**src/rtl/rv_pipe_pkg.sv**
```systemverilog
// ============================================================================
// Module  : rv_pipe_pkg
// Brief   : Shared types and helpers for the RV32I hazard scoreboard.
// Revision: 1.0 - initial release
// ============================================================================
`default_nettype none

package rv_pipe_pkg;

    localparam int REG_W = 5;

    typedef struct packed {
        logic             valid;
        logic [REG_W-1:0] rd;
        logic             we;
        logic             is_load;
    } sb_entry_t;

    // Width of a forwarding select able to name stages 0..nstage-1.
    function automatic int fwd_w(input int nstage);
        return (nstage < 2) ? 1 : $clog2(nstage);
    endfunction

endpackage

`default_nettype wire

```
**src/rtl/rv_hazard_scoreboard_if.sv**
```systemverilog
// ============================================================================
// Module  : rv_hazard_scoreboard_if
// Brief   : ID-stage request / hazard response bundle for the scoreboard.
// Revision: 1.0 - initial release
// ============================================================================
`default_nettype none

interface rv_hazard_scoreboard_if
    import rv_pipe_pkg::*;
#(
    parameter int NSTAGE = 3,
    parameter int CNT_W  = 32
);
    localparam int c_SEL_W = fwd_w(NSTAGE);

    logic               id_valid;
    logic [REG_W-1:0]   id_rs1;
    logic [REG_W-1:0]   id_rs2;
    logic               id_rs1_used;
    logic               id_rs2_used;
    logic [REG_W-1:0]   id_rd;
    logic               id_we;
    logic               id_is_load;
    logic               flush;
    logic               stall;
    logic               issue;
    logic [c_SEL_W-1:0] fwd_sel1;
    logic [c_SEL_W-1:0] fwd_sel2;
    logic [CNT_W-1:0]   stall_cnt;
    logic [CNT_W-1:0]   issue_cnt;

    modport master (
        output id_valid, id_rs1, id_rs2, id_rs1_used, id_rs2_used,
               id_rd, id_we, id_is_load, flush,
        input  stall, issue, fwd_sel1, fwd_sel2, stall_cnt, issue_cnt
    );

    modport slave (
        input  id_valid, id_rs1, id_rs2, id_rs1_used, id_rs2_used,
               id_rd, id_we, id_is_load, flush,
        output stall, issue, fwd_sel1, fwd_sel2, stall_cnt, issue_cnt
    );

endinterface

`default_nettype wire

```
**src/rtl/rv_sb_match.sv**
```systemverilog
// ============================================================================
// Module  : rv_sb_match
// Brief   : Youngest-producer search for one source operand. Forwarding
//           behaviour selected by RV_FWD_EN.
// Revision: 1.0 - initial release
// ============================================================================
`default_nettype none

module rv_sb_match
    import rv_pipe_pkg::*;
#(
    parameter int NSTAGE   = 3,
    parameter int LD_STAGE = 2
) (
    input  wire logic [REG_W-1:0]          i_rs,
    input  wire logic                      i_used,
    input  wire sb_entry_t [NSTAGE-1:0]    i_entries,
    output logic                           o_hazard,
    output logic [fwd_w(NSTAGE)-1:0]       o_k
);
    localparam int c_SEL_W = fwd_w(NSTAGE);

    // Scan oldest to youngest so the youngest match overwrites the result.
    always_comb begin
        o_hazard = 1'b0;
        o_k      = '0;
        for (int s = NSTAGE - 1; s >= 0; s--) begin
            if (i_entries[s].valid && i_entries[s].we &&
                (i_entries[s].rd == i_rs) && (i_rs != '0) && i_used) begin
`ifdef RV_FWD_EN
                if (s == NSTAGE - 1) begin
                    o_hazard = 1'b0;
                    o_k      = '0;
                end else if (i_entries[s].is_load && (s + 1 < LD_STAGE)) begin
                    o_hazard = 1'b1;
                    o_k      = '0;
                end else begin
                    o_hazard = 1'b0;
                    o_k      = c_SEL_W'(s + 1);
                end
`else
                o_hazard = (s <= NSTAGE - 2);
                o_k      = '0;
`endif
            end
        end
    end

`ifndef RV_FWD_EN
    logic [NSTAGE-1:0] w_unused_load;
    logic              w_unused_cfg;
    for (genvar g = 0; g < NSTAGE; g++) begin : g_unused_load
        assign w_unused_load[g] = i_entries[g].is_load;
    end
    assign w_unused_cfg = (LD_STAGE > 0);
`endif

endmodule

`default_nettype wire

```
**src/rtl/rv_hazard_scoreboard.sv**
```systemverilog
// ============================================================================
// Module  : rv_hazard_scoreboard
// Brief   : In-flight destination scoreboard: RAW/load-use stall, registered
//           EX forwarding selects, flush kill. Option macro: RV_FWD_EN.
// Revision: 1.0 - initial release
// ============================================================================
`default_nettype none

module rv_hazard_scoreboard
    import rv_pipe_pkg::*;
#(
    parameter int NSTAGE   = 3,
    parameter int LD_STAGE = 2,
    parameter int CNT_W    = 32
) (
    input  wire logic              CLK,
    input  wire logic              RST,
    rv_hazard_scoreboard_if.slave  sb
);
    localparam int c_SEL_W = fwd_w(NSTAGE);

    sb_entry_t [NSTAGE-1:0] r_stage;
    sb_entry_t              w_id_entry;
    logic                   w_haz1;
    logic                   w_haz2;
    logic [c_SEL_W-1:0]     w_k1;
    logic [c_SEL_W-1:0]     w_k2;
    logic                   w_stall;
    logic                   w_issue;
    logic [CNT_W-1:0]       r_stall_cnt;
    logic [CNT_W-1:0]       r_issue_cnt;

    rv_sb_match #(.NSTAGE(NSTAGE), .LD_STAGE(LD_STAGE)) u_match_rs1 (
        .i_rs      (sb.id_rs1),
        .i_used    (sb.id_rs1_used),
        .i_entries (r_stage),
        .o_hazard  (w_haz1),
        .o_k       (w_k1)
    );

    rv_sb_match #(.NSTAGE(NSTAGE), .LD_STAGE(LD_STAGE)) u_match_rs2 (
        .i_rs      (sb.id_rs2),
        .i_used    (sb.id_rs2_used),
        .i_entries (r_stage),
        .o_hazard  (w_haz2),
        .o_k       (w_k2)
    );

    // Reset and flush both suppress stall; flush alone still blocks issue.
    assign w_stall = ~RST & sb.id_valid & ~sb.flush & (w_haz1 | w_haz2);
    assign w_issue = ~RST & sb.id_valid & ~sb.flush & ~w_stall;

    assign w_id_entry = '{valid: 1'b1, rd: sb.id_rd, we: sb.id_we,
                          is_load: sb.id_is_load};

    always_ff @(posedge CLK) begin
        if (RST) begin
            r_stage <= '0;
        end else begin
            r_stage[0] <= w_issue ? w_id_entry : sb_entry_t'('0);
            for (int s = 1; s < NSTAGE; s++) begin
                r_stage[s] <= r_stage[s-1];
            end
        end
    end

`ifdef RV_FWD_EN
    logic [c_SEL_W-1:0] r_fwd_sel1;
    logic [c_SEL_W-1:0] r_fwd_sel2;

    always_ff @(posedge CLK) begin
        if (RST) begin
            r_fwd_sel1 <= '0;
            r_fwd_sel2 <= '0;
        end else begin
            r_fwd_sel1 <= w_issue ? w_k1 : '0;
            r_fwd_sel2 <= w_issue ? w_k2 : '0;
        end
    end

    assign sb.fwd_sel1 = r_fwd_sel1;
    assign sb.fwd_sel2 = r_fwd_sel2;
`else
    logic w_unused_k;
    assign w_unused_k  = ^{w_k1, w_k2};
    assign sb.fwd_sel1 = '0;
    assign sb.fwd_sel2 = '0;
`endif

    always_ff @(posedge CLK) begin
        if (RST) begin
            r_stall_cnt <= '0;
            r_issue_cnt <= '0;
        end else begin
            if (w_stall && (r_stall_cnt != '1)) r_stall_cnt <= r_stall_cnt + 1'b1;
            if (w_issue && (r_issue_cnt != '1)) r_issue_cnt <= r_issue_cnt + 1'b1;
        end
    end

    assign sb.stall     = w_stall;
    assign sb.issue     = w_issue;
    assign sb.stall_cnt = r_stall_cnt;
    assign sb.issue_cnt = r_issue_cnt;

endmodule

`default_nettype wire

```
**src/flat_wrapper.sv**
```systemverilog
// flat-port wrapper written by rule: the top's interface ports become plain ports
module rv_hazard_scoreboard_flat import rv_pipe_pkg::*;
#(
    parameter int NSTAGE   = 3,
    parameter int LD_STAGE = 2,
    parameter int CNT_W    = 32
)
  (CLK, RST, sb_id_valid, sb_id_rs1, sb_id_rs2, sb_id_rs1_used, sb_id_rs2_used, sb_id_rd, sb_id_we, sb_id_is_load, sb_flush, sb_stall, sb_issue, sb_fwd_sel1, sb_fwd_sel2, sb_stall_cnt, sb_issue_cnt);
  rv_hazard_scoreboard_if #(.NSTAGE(NSTAGE), .CNT_W(CNT_W)) sb_i ();
  input  wire logic CLK;
  input  wire logic RST;
  input wire logic [$bits(sb_i.id_valid)-1:0] sb_id_valid;
  input wire logic [$bits(sb_i.id_rs1)-1:0] sb_id_rs1;
  input wire logic [$bits(sb_i.id_rs2)-1:0] sb_id_rs2;
  input wire logic [$bits(sb_i.id_rs1_used)-1:0] sb_id_rs1_used;
  input wire logic [$bits(sb_i.id_rs2_used)-1:0] sb_id_rs2_used;
  input wire logic [$bits(sb_i.id_rd)-1:0] sb_id_rd;
  input wire logic [$bits(sb_i.id_we)-1:0] sb_id_we;
  input wire logic [$bits(sb_i.id_is_load)-1:0] sb_id_is_load;
  input wire logic [$bits(sb_i.flush)-1:0] sb_flush;
  output wire logic [$bits(sb_i.stall)-1:0] sb_stall;
  output wire logic [$bits(sb_i.issue)-1:0] sb_issue;
  output wire logic [$bits(sb_i.fwd_sel1)-1:0] sb_fwd_sel1;
  output wire logic [$bits(sb_i.fwd_sel2)-1:0] sb_fwd_sel2;
  output wire logic [$bits(sb_i.stall_cnt)-1:0] sb_stall_cnt;
  output wire logic [$bits(sb_i.issue_cnt)-1:0] sb_issue_cnt;
  assign sb_i.id_valid = sb_id_valid;
  assign sb_i.id_rs1 = sb_id_rs1;
  assign sb_i.id_rs2 = sb_id_rs2;
  assign sb_i.id_rs1_used = sb_id_rs1_used;
  assign sb_i.id_rs2_used = sb_id_rs2_used;
  assign sb_i.id_rd = sb_id_rd;
  assign sb_i.id_we = sb_id_we;
  assign sb_i.id_is_load = sb_id_is_load;
  assign sb_i.flush = sb_flush;
  assign sb_stall = sb_i.stall;
  assign sb_issue = sb_i.issue;
  assign sb_fwd_sel1 = sb_i.fwd_sel1;
  assign sb_fwd_sel2 = sb_i.fwd_sel2;
  assign sb_stall_cnt = sb_i.stall_cnt;
  assign sb_issue_cnt = sb_i.issue_cnt;
  rv_hazard_scoreboard #(.NSTAGE(NSTAGE), .LD_STAGE(LD_STAGE), .CNT_W(CNT_W)) u_core (.CLK(CLK), .RST(RST), .sb(sb_i));
endmodule
```
**config.mk**
```make
export PLATFORM = sky130hd
export DESIGN_NAME = rv_hazard_scoreboard_flat
export DESIGN_NICKNAME = d
export VERILOG_FILES = /design/src/rtl/rv_pipe_pkg.sv /design/src/rtl/rv_hazard_scoreboard_if.sv /design/src/rtl/rv_sb_match.sv /design/src/rtl/rv_hazard_scoreboard.sv /design/src/flat_wrapper.sv
export SDC_FILE = /design/constraint.sdc
export NUM_CORES = 1
export LEC_CHECK = 0
export CORE_MARGIN = 10
export CORE_UTILIZATION = 55
export DETAILED_ROUTE_END_ITERATION = 10
export PLACE_DENSITY = 0.86
export SYNTH_ARGS = -nofsm -noshare
export SYNTH_HDL_FRONTEND = slang
export SYNTH_HIERARCHICAL = 1
export SYNTH_SLANG_ARGS = --single-unit
```
**constraint.sdc**
```tcl
create_clock -name CLK -period 6.6 [get_ports CLK]
set_input_delay 1.32 -clock CLK [delete_from_list [all_inputs] [get_ports CLK]]
set_output_delay 1.32 -clock CLK [all_outputs]
set_load 0.01 [all_outputs]
```
==> results.toml, run 1 <==
[sta]
worst_max_slew_pin_slew_ns = 0.985
finalMaxSlewViolations = 0
final_setup_violations = 0
skew_ns = 0.00688
max_freq_mhz = 191
rsz_0062_raised_after_global_routing = "false"
finalCritPeriodShare_pct = 79.4
final.hold.worst_slack_ns = 0.498
final_period_minus_worst_setup_slack_ns = 5.24
timing.slew.headroom_pct = 34.3
report.final.hold_viol_count = 0
tns_ns = 0

[hold_path]
hold_path_depth = 2
min_from = "u_core/sb.issue_cnt[14]"
min_to = "u_core/sb.issue_cnt[14]"
hold_class = "register to register"

[clock_network]
cts.root.buffer_cell = "sky130_fd_sc_hd__clkbuf_8"
cts_htree_levels = 3
cts_hold_repair.buffers = 0
tritoncts.num_buffers = 9
numClockSinks = 78
tritoncts = "built"
clock_pin_slew_worst_setup_and_hold_paths_ns = 0.07
postCtsSetupRepairBufs = 0
ctsResizeCount = 0
insertion_delay_ns = 0.35
cts-root-to-sink-buffers = 2

[worst_setup_path]
cell_with_the_most_instances_on_the_worst_path = "sky130_fd_sc_hd__clkdlybuf4s50_1"
worstSetupPathType = "primary input to output port"
sequence_of_cells_on_the_critical_path = "clkdlybuf4s50_1 -> or4_1 -> o21ai_1 -> a21oi_1 -> nor2_1 -> nand2_1 -> inv_1 -> clkdlybuf4s50_1"
critical_path_launch_point_type = "primary input"
timing.rr.end = "u_core/sb.stall_cnt[26]"
reg2reg_slack_ns = 3.60
max_stage_delay_ns = 0.57
r2r-start = "u_core/r_stage[12]"
worstPathRequired_ns = 5.28
critPathTopFamily = "buffers and inverters"
critical_path.slowest_cell = "sky130_fd_sc_hd__clkdlybuf4s50_1"
worst-path-stages = 8
number_of_buffers_and_inverters_on_the_critical_path = 3
reg2reg_depth = 10
setup.worst_path.end_class = "output port"
worst-endpoint-arrival_ns = 3.92
worstPathMaxFanout = 7

[global_routing]
first_global_vias = 3984
grt_first_pass_wirelength_um = 18700
grt_antenna_before_repair = 0
grtUsageTotal_pct = 19.6
overflow = 0
maximum_number_of_pins_on_one_net_before_global_route_repair = 71

[layout]
layout.cells.most_common_list = "sky130_fd_sc_hd__clkdlybuf4s50_1, sky130_fd_sc_hd__dfxtp_1, sky130_fd_sc_hd__a21oi_1"
final_nets = 570
synthToLayoutAreaGrowth_pct = 28.4
antennaDiodeCount = 0
mostFrequentLayoutCell = "sky130_fd_sc_hd__clkdlybuf4s50_1"
stdcell_area_um2 = 5160
post_route_cells_drive_above_1_share_pct = 6.74

[pwr]
p_sw_share_pct = 20.0
worst_ir_drop_vdd_uv = 154
p_switching_w = 0.000195
power_frac_clock_pct = 46.8
design_power_total_w = 0.000976
power.leakage_nw = 1.64
power.internal_w = 0.000780
power_frac_comb_pct = 4.4
power_density_nw_per_um2 = 189
seq_power_share_pct = 48.7

[die]
initial_core_util_pct = 56.0
die_width_um = 105
floorplan.core_area_um2 = 7180
vertical_die_dimension_um = 105
floorplan.io_pins = 93
area_of_the_die_um2 = 11100
rows = 31

[yosys]
cell_count_after_synthesis = 469
synthesis.area_um2 = 4020
syn_area_per_cell_um2 = 8.57
yosys_warnings = 6

[placed_design]
dp.final_hpwl_um = 7920
placement.io_buffers = 87
gp_congestion = 0.898
dpl_cell_area_um2 = 4910

[job]
cap_viol_max_count = 0

[route]
post_drt_wl_per_cell_um = 17.5
wl_um = 11300
via_count = 4106
postRouteAntennaNets = 0
drt_iter0_drc = 195
remaining_drc_errors = 0
detail_route.first_pass.iterations = 5
via_per_inst = 6.34

[outcome]
outcome = "completed"
==> state kept, by name, indices dropped and copies added, names as in the netlist <==
signal / count
u_core/r_stage: 14
u_core/sb.issue_cnt: 32
u_core/sb.stall_cnt: 32
==> metrics by stage <==
stage | setup slack [ns] | utilization, % | cells
after global routing | 1.24 | 72.0 | 648
after CTS | 1.43 | 72.0 | 648
final | 1.36 | 72.0 | 648
after floorplan | 2.78 | - | 472
after global placement | 1.51 | 68.5 | 633
after detailed placement | 1.44 | 68.5 | 633
==> worst reg2reg max path: stages, from the launching register on <==
cell,delay [ns]
sky130_fd_sc_hd__dfxtp_1,0.34
sky130_fd_sc_hd__xor2_1,0.16
sky130_fd_sc_hd__nor4_1,0.31
sky130_fd_sc_hd__nand4_1,0.14
sky130_fd_sc_hd__a21oi_1,0.30
sky130_fd_sc_hd__o21ai_2,0.10
sky130_fd_sc_hd__buf_4,0.25
sky130_fd_sc_hd__inv_1,0.20
sky130_fd_sc_hd__nand4_1,0.36
sky130_fd_sc_hd__or4_1,0.60
sky130_fd_sc_hd__a21oi_1,0.16
==> per-layer routing <==
metal  vias to the layer above  global-route usage [%]  share of wire [%]
met5                         -                       0                  0
met4                         0                    7.74                2.0
met3                        32                    6.03                8.1
met2                       196                    33.6                 50
met1                      1947                    22.4                 40
li1                       1931                       -                  -
==> final cells by class <==
cell class                      instances  area, um^2
Clock inverter                          4         120
Fill cell                             562        2010
Sequential cell                        78        1560
Clock buffer                           11         131
Inverter                               12        45.0
Timing Repair Buffer                   90         888
Tap cell                               99         124
Multi-Input combinational cell        354        2290
==> power by group through the flow <==
stage	sequential [W]	combinational [W]	clock, W
6_report	0.000475	0.0000434	0.000457
3_3_place_gp	0.000486	0.0000418	0
2_1_floorplan	0.000486	0.0000238	0
5_1_grt	0.000476	0.0000465	0.000487
4_1_cts	0.000475	0.0000432	0.000463
3_5_place_dp	0.000486	0.0000430	0
==> how the worst max path moves through the flow <==
stage | from | endpoint | slack, ns
2_1_floorplan | sb_id_rs2[2] | sb_issue | 2.78
3_3_place_gp | sb_id_rs2[2] | sb_issue | 1.51
3_5_place_dp | sb_id_rs2[3] | sb_issue | 1.44
4_1_cts | sb_id_rs2[3] | sb_issue | 1.43
5_1_grt | sb_id_rs1[2] | sb_issue | 1.24
6_report | sb_id_rs2[2] | sb_issue | 1.36
Power figures use the tool's default switching activity.
==> run 2, diff against run 1 <==
- CORE_UTILIZATION: 55 -> 51
- PLACE_DENSITY: 0.86 -> 0.8
- clock period: 6.6 -> 4.9 ns (I/O delays scaled with it)
==> run 2 against run 1 <==
  * Combinational power rose by 35%
  * Utilization fell by 5.0 points
  * Sequential power rose by 35%
  * Global-route usage fell by 1.5 points
  * Count of clock-buffer cells in the layout rose by 2
  * Via count fell by 3.1%
  * Wire length fell by 3.7%
  * Flip-flop and latch count did not move
  * Clock power rose by 22%
  * Power rose by 29%
  * Critical endpoint unchanged
==> results.toml, run 2 (same netlist as run 1, synthesis figures left out) <==
[outcome]
outcome = "completed"

[layout]
synthToLayoutAreaGrowth_pct = 28.1
layout.cells.most_common_list = "sky130_fd_sc_hd__clkdlybuf4s50_1, sky130_fd_sc_hd__dfxtp_1, sky130_fd_sc_hd__a21oi_1"
antennaDiodeCount = 0
post_route_cells_drive_above_1_share_pct = 7.09
mostFrequentLayoutCell = "sky130_fd_sc_hd__clkdlybuf4s50_1"
final_nets = 570

[worst_setup_path]
number_of_buffers_and_inverters_on_the_critical_path = 3
critPathTopFamily = "buffers and inverters"
cell_with_the_most_instances_on_the_worst_path = "sky130_fd_sc_hd__clkdlybuf4s50_1"
reg2reg_slack_ns = 1.99
r2r-start = "u_core/r_stage[12]"
critical_path_launch_point_type = "primary input"
worstPathRequired_ns = 3.92
critical_path.slowest_cell = "sky130_fd_sc_hd__clkdlybuf4s50_1"
setup.worst_path.end_class = "output port"
worst-endpoint-arrival_ns = 3.50
max_stage_delay_ns = 0.57
sequence_of_cells_on_the_critical_path = "clkdlybuf4s50_1 -> or4_1 -> o21ai_1 -> a21oi_1 -> nor2_1 -> nand2_1 -> inv_1 -> clkdlybuf4s50_1"
worstSetupPathType = "primary input to output port"
worstPathMaxFanout = 7
reg2reg_depth = 9
timing.rr.end = "u_core/sb.issue_cnt[19]"

[sta]
final_setup_violations = 0
max_freq_mhz = 223
worst_max_slew_pin_slew_ns = 0.991
finalCritPeriodShare_pct = 91.4
final.hold.worst_slack_ns = 0.498
rsz_0062_raised_after_global_routing = "false"
final_period_minus_worst_setup_slack_ns = 4.48
finalMaxSlewViolations = 0
timing.slew.headroom_pct = 33.9
report.final.hold_viol_count = 0
tns_ns = 0
skew_ns = 0.0110

[route]
detail_route.first_pass.iterations = 5
via_count = 3977
met2_wl_post_dr_um = 5400
post_drt_wl_per_cell_um = 16.8
wl_um = 10900
detailroute.wirelength.met3_um = 959
met1_layer_wirelength_in_the_final_routing_um = 4470
remaining_drc_errors = 0
postRouteAntennaNets = 0
drt_iter0_drc = 184
dr.max_layer_used = "met4"
via_per_inst = 6.10

[pwr]
worst_ir_drop_vdd_uv = 154
p_switching_w = 0.000266
seq_power_share_pct = 50.9
power.leakage_nw = 1.63
power_density_nw_per_um2 = 244
p_sw_share_pct = 21.2
power_frac_clock_pct = 44.4
power_frac_comb_pct = 4.7
power.internal_w = 0.000992

[global_routing]
grt_antenna_before_repair = 0
grtUsageTotal_pct = 18.1
first_global_vias = 3717
grt_first_pass_wirelength_um = 17800
overflow = 0
maximum_number_of_pins_on_one_net_before_global_route_repair = 71

[clock_network]
ctsResizeCount = 0
numClockSinks = 78
cts_htree_levels = 3
cts.root.buffer_cell = "sky130_fd_sc_hd__clkbuf_8"
clock_pin_slew_worst_setup_and_hold_paths_ns = 0.07
cts_hold_repair.buffers = 0
tritoncts = "built"
tritoncts.num_buffers = 9
postCtsSetupRepairBufs = 0
cts-root-to-sink-buffers = 2
insertion_delay_ns = 0.35

[die]
area_of_the_die_um2 = 11800
die_width_um = 109
rows = 32
initial_core_util_pct = 52.3
floorplan.io_pins = 93
floorplan.core_area_um2 = 7690
vertical_die_dimension_um = 109

[placed_design]
placement.io_buffers = 87
dp.final_hpwl_um = 7820
gp_congestion = 0.830

[hold_path]
hold_class = "register to register"
min_to = "u_core/r_stage[9]"
hold_path_depth = 1
min_from = "u_core/r_stage[1]"

[job]
cap_viol_max_count = 0
[run 2: area by class of cell]
type,instances,area [um^2]
clock inverters,3,65.1
repair buffers,90,888
inverters,12,45.0
clock buffers,13,169
well taps,102,128
fillers,664,2540
flip-flops and latches,78,1560
multi-input cells,354,2290
[run 2: metal layers]
layer / up-vias / global-route usage [%]
li1: 1925 / -
met3: 10 / 7.49
met5: - / 0
met2: 123 / 30.2
met4: 0 / 4.33
met1: 1919 / 21.3
[run 2: power by group through the flow]
stage / sequential [W] / clock (W) / combinational (W)
after floorplan: 0.000654 / 0 / 0.0000320
after global placement: 0.000655 / 0 / 0.0000567
after detailed placement: 0.000655 / 0 / 0.0000586
after CTS: 0.000640 / 0.000573 / 0.0000587
after global routing: 0.000641 / 0.000600 / 0.0000635
final: 0.000640 / 0.000559 / 0.0000587
[run 2: worst max path at each step]
stage	startpoint	end	slack, ns	depth (start not counted)
2_1_floorplan	sb_id_rs2[2]	sb_issue	1.76	6
3_3_place_gp	sb_id_rs1[3]	sb_issue	0.48	8
3_5_place_dp	sb_id_rs1[3]	sb_issue	0.46	8
4_1_cts	sb_id_rs1[3]	sb_issue	0.46	8
5_1_grt	sb_id_rs1[3]	sb_issue	0.25	8
6_report	sb_id_rs1[3]	sb_issue	0.42	8
[run 2: per-stage QoR]
step                      power [W]  instance area (um^2)  instances  setup WS [ns]  util, %
after floorplan            0.000686                  4030        472           1.76        -
after global placement     0.000712                  4920        636          0.479     63.9
after detailed placement   0.000714                  4920        636          0.463     63.9
after CTS                   0.00127                  5150        652          0.458     67.0
after global routing        0.00130                  5150        652          0.249     67.0
final                       0.00126                  5150        652          0.421     67.0
==> run 3, diff against run 2 <==
- CORE_UTILIZATION: 51 -> 50
- PLACE_DENSITY: 0.8 -> 0.79
- REMOVE_ABC_BUFFERS: default -> 1
- clock period: 4.9 -> 5.7 ns (I/O delays scaled with it)
==> run 3 against run 2 <==
  * Combinational power decreased by 15%
  * Flip-flop and latch count unchanged
  * Non-clock buffer count decreased by 1
  * Register-to-register slack improved by 0.54 ns
  * Final cell count decreased by 0.15%
  * First-iteration DRC count increased by 32%
  * Critical path depth decreased by 1
  * Worst setup slack got worse by 0.075 ns
  * Power decreased by 19%
  * Sequential power decreased by 14%
  * Count of clock-buffer cells in the layout decreased by 2
  * Critical path type unchanged
  * Critical endpoint is now sb_stall
  * Largest power group unchanged
==> results.toml, run 3 (same netlist as run 1, synthesis figures left out) <==
[outcome]
outcome = "completed"

[clock_network]
clock_pin_slew_worst_setup_and_hold_paths_ns = 0.08
cts-root-to-sink-buffers = 2
cts.root.buffer_cell = "sky130_fd_sc_hd__clkbuf_8"
ctsResizeCount = 0
cts_hold_repair.buffers = 0
tritoncts.num_buffers = 9
numClockSinks = 78
insertion_delay_ns = 0.35
postCtsSetupRepairBufs = 0
cts_htree_levels = 3
tritoncts = "built"

[sta]
timing.slew.headroom_pct = 24.2
rsz_0062_raised_after_global_routing = "false"
final_period_minus_worst_setup_slack_ns = 5.35
skew_ns = 0.0109
tns_ns = 0
report.final.hold_viol_count = 0
max_freq_mhz = 187
final_setup_violations = 0
finalCritPeriodShare_pct = 93.9
finalMaxSlewViolations = 0
worst_max_slew_pin_slew_ns = 1.14

[pwr]
power_frac_clock_pct = 41.1
p_sw_share_pct = 23.0
power_density_nw_per_um2 = 200
seq_power_share_pct = 54.0
power_frac_comb_pct = 4.9
p_switching_w = 0.000235
power.internal_w = 0.000785
worst_ir_drop_vdd_uv = 107
power.leakage_nw = 1.61

[global_routing]
first_global_vias = 3710
grtUsageTotal_pct = 17.7
grt_antenna_before_repair = 0
grt_first_pass_wirelength_um = 17600
maximum_number_of_pins_on_one_net_before_global_route_repair = 71
overflow = 0

[route]
drt_iter0_drc = 243
remaining_drc_errors = 0
post_drt_wl_per_cell_um = 16.6
postRouteAntennaNets = 0
via_per_inst = 6.04
via_count = 3931
detail_route.first_pass.iterations = 4
wl_um = 10800

[worst_setup_path]
critical_path_launch_point_type = "primary input"
setup.worst_path.end_class = "output port"
worstSetupPathType = "primary input to output port"
worstPathMaxFanout = 34
worstPathRequired_ns = 4.56
worst-endpoint-arrival_ns = 4.21

[die]
initial_core_util_pct = 51.8
floorplan.core_area_um2 = 7770
vertical_die_dimension_um = 110
die_width_um = 110
area_of_the_die_um2 = 12000
floorplan.io_pins = 93
rows = 32

[layout]
layout.cells.most_common_list = "sky130_fd_sc_hd__clkdlybuf4s50_1, sky130_fd_sc_hd__dfxtp_1, sky130_fd_sc_hd__a21oi_1"
synthToLayoutAreaGrowth_pct = 27.1
fillers = 651
post_route_cells_drive_above_1_share_pct = 6.92
final_nets = 569
antennaDiodeCount = 0
finish.cell_count_without_fillers = 651
mostFrequentLayoutCell = "sky130_fd_sc_hd__clkdlybuf4s50_1"

[placed_design]
gp_congestion = 0.860
placement.io_buffers = 87
place_inst = 635
dp.final_hpwl_um = 7820

[job]
cap_viol_max_count = 0

[hold_path]
hold_class = "register to register"
-- run 3: cell type report --
cell class | instances | area, um^2 | share of cell area [%]
inverter | 12 | 45.0 | 0.882
multi-input combinational | 354 | 2290 | 44.9
sequential | 78 | 1560 | 30.6
timing repair buffer | 89 | 881 | 17.2
tap | 102 | 128 | 2.50
clock buffer | 11 | 141 | 2.77
clock inverter | 5 | 58.8 | 1.15
-- run 3: metal layers --
metal | up-vias | global-route usage (%) | wire [um]
met4 | 0 | 4.00 | 74
met1 | 1849 | 21.6 | 4360
li1 | 1933 | - | -
met5 | - | 0 | 0
met3 | 8 | 6.67 | 1060
met2 | 141 | 29.0 | 5320
-- run 3: final timing paths --
kind / from / to / slack (ns) / depth (start not counted)
setup / recovery: sb_id_rs2[2] / sb_stall / 0.35 / 7
hold / removal: u_core/r_stage[1] / u_core/r_stage[9] / 0.50 / 1
setup reg to reg: u_core/r_stage[12] / u_core/sb.stall_cnt[26] / 2.53 / 9
hold reg to reg: u_core/r_stage[1] / u_core/r_stage[9] / 0.50 / 1
-- run 3: stage by stage --
step / setup WS (ns) / utilization [%] / total power, W / hold slack, ns / cell area (um^2)
final: 0.346 / 65.8 / 0.00102 / 0.499 / 5110
after global routing: 0.217 / 65.8 / 0.00106 / 0.520 / 5110
after CTS: 0.362 / 65.8 / 0.00103 / 0.491 / 5110
after detailed placement: 0.383 / 63.2 / 0.000613 / 0.479 / 4910
after global placement: 0.448 / 63.2 / 0.000611 / 0.476 / 4910
after floorplan: 1.41 / - / 0.000581 / 0.457 / 3900
-- run 3: critical path: stages --
cell and delay [ns]:
sky130_fd_sc_hd__clkdlybuf4s50_1 0.46, sky130_fd_sc_hd__or4_1 0.55, sky130_fd_sc_hd__o21ai_1 0.17, sky130_fd_sc_hd__a21oi_1 0.10, sky130_fd_sc_hd__o21ai_2 0.90, sky130_fd_sc_hd__inv_1 0.31, sky130_fd_sc_hd__clkdlybuf4s50_1 0.58
-- run 3: power groups by stage --
stage | registers [W] | logic, W | clock network [W]
after global routing | 0.000551 | 0.0000538 | 0.000454
after global placement | 0.000563 | 0.0000483 | 0
final | 0.000550 | 0.0000499 | 0.000419
after CTS | 0.000550 | 0.0000496 | 0.000426
after detailed placement | 0.000563 | 0.0000494 | 0
after floorplan | 0.000563 | 0.0000179 | 0
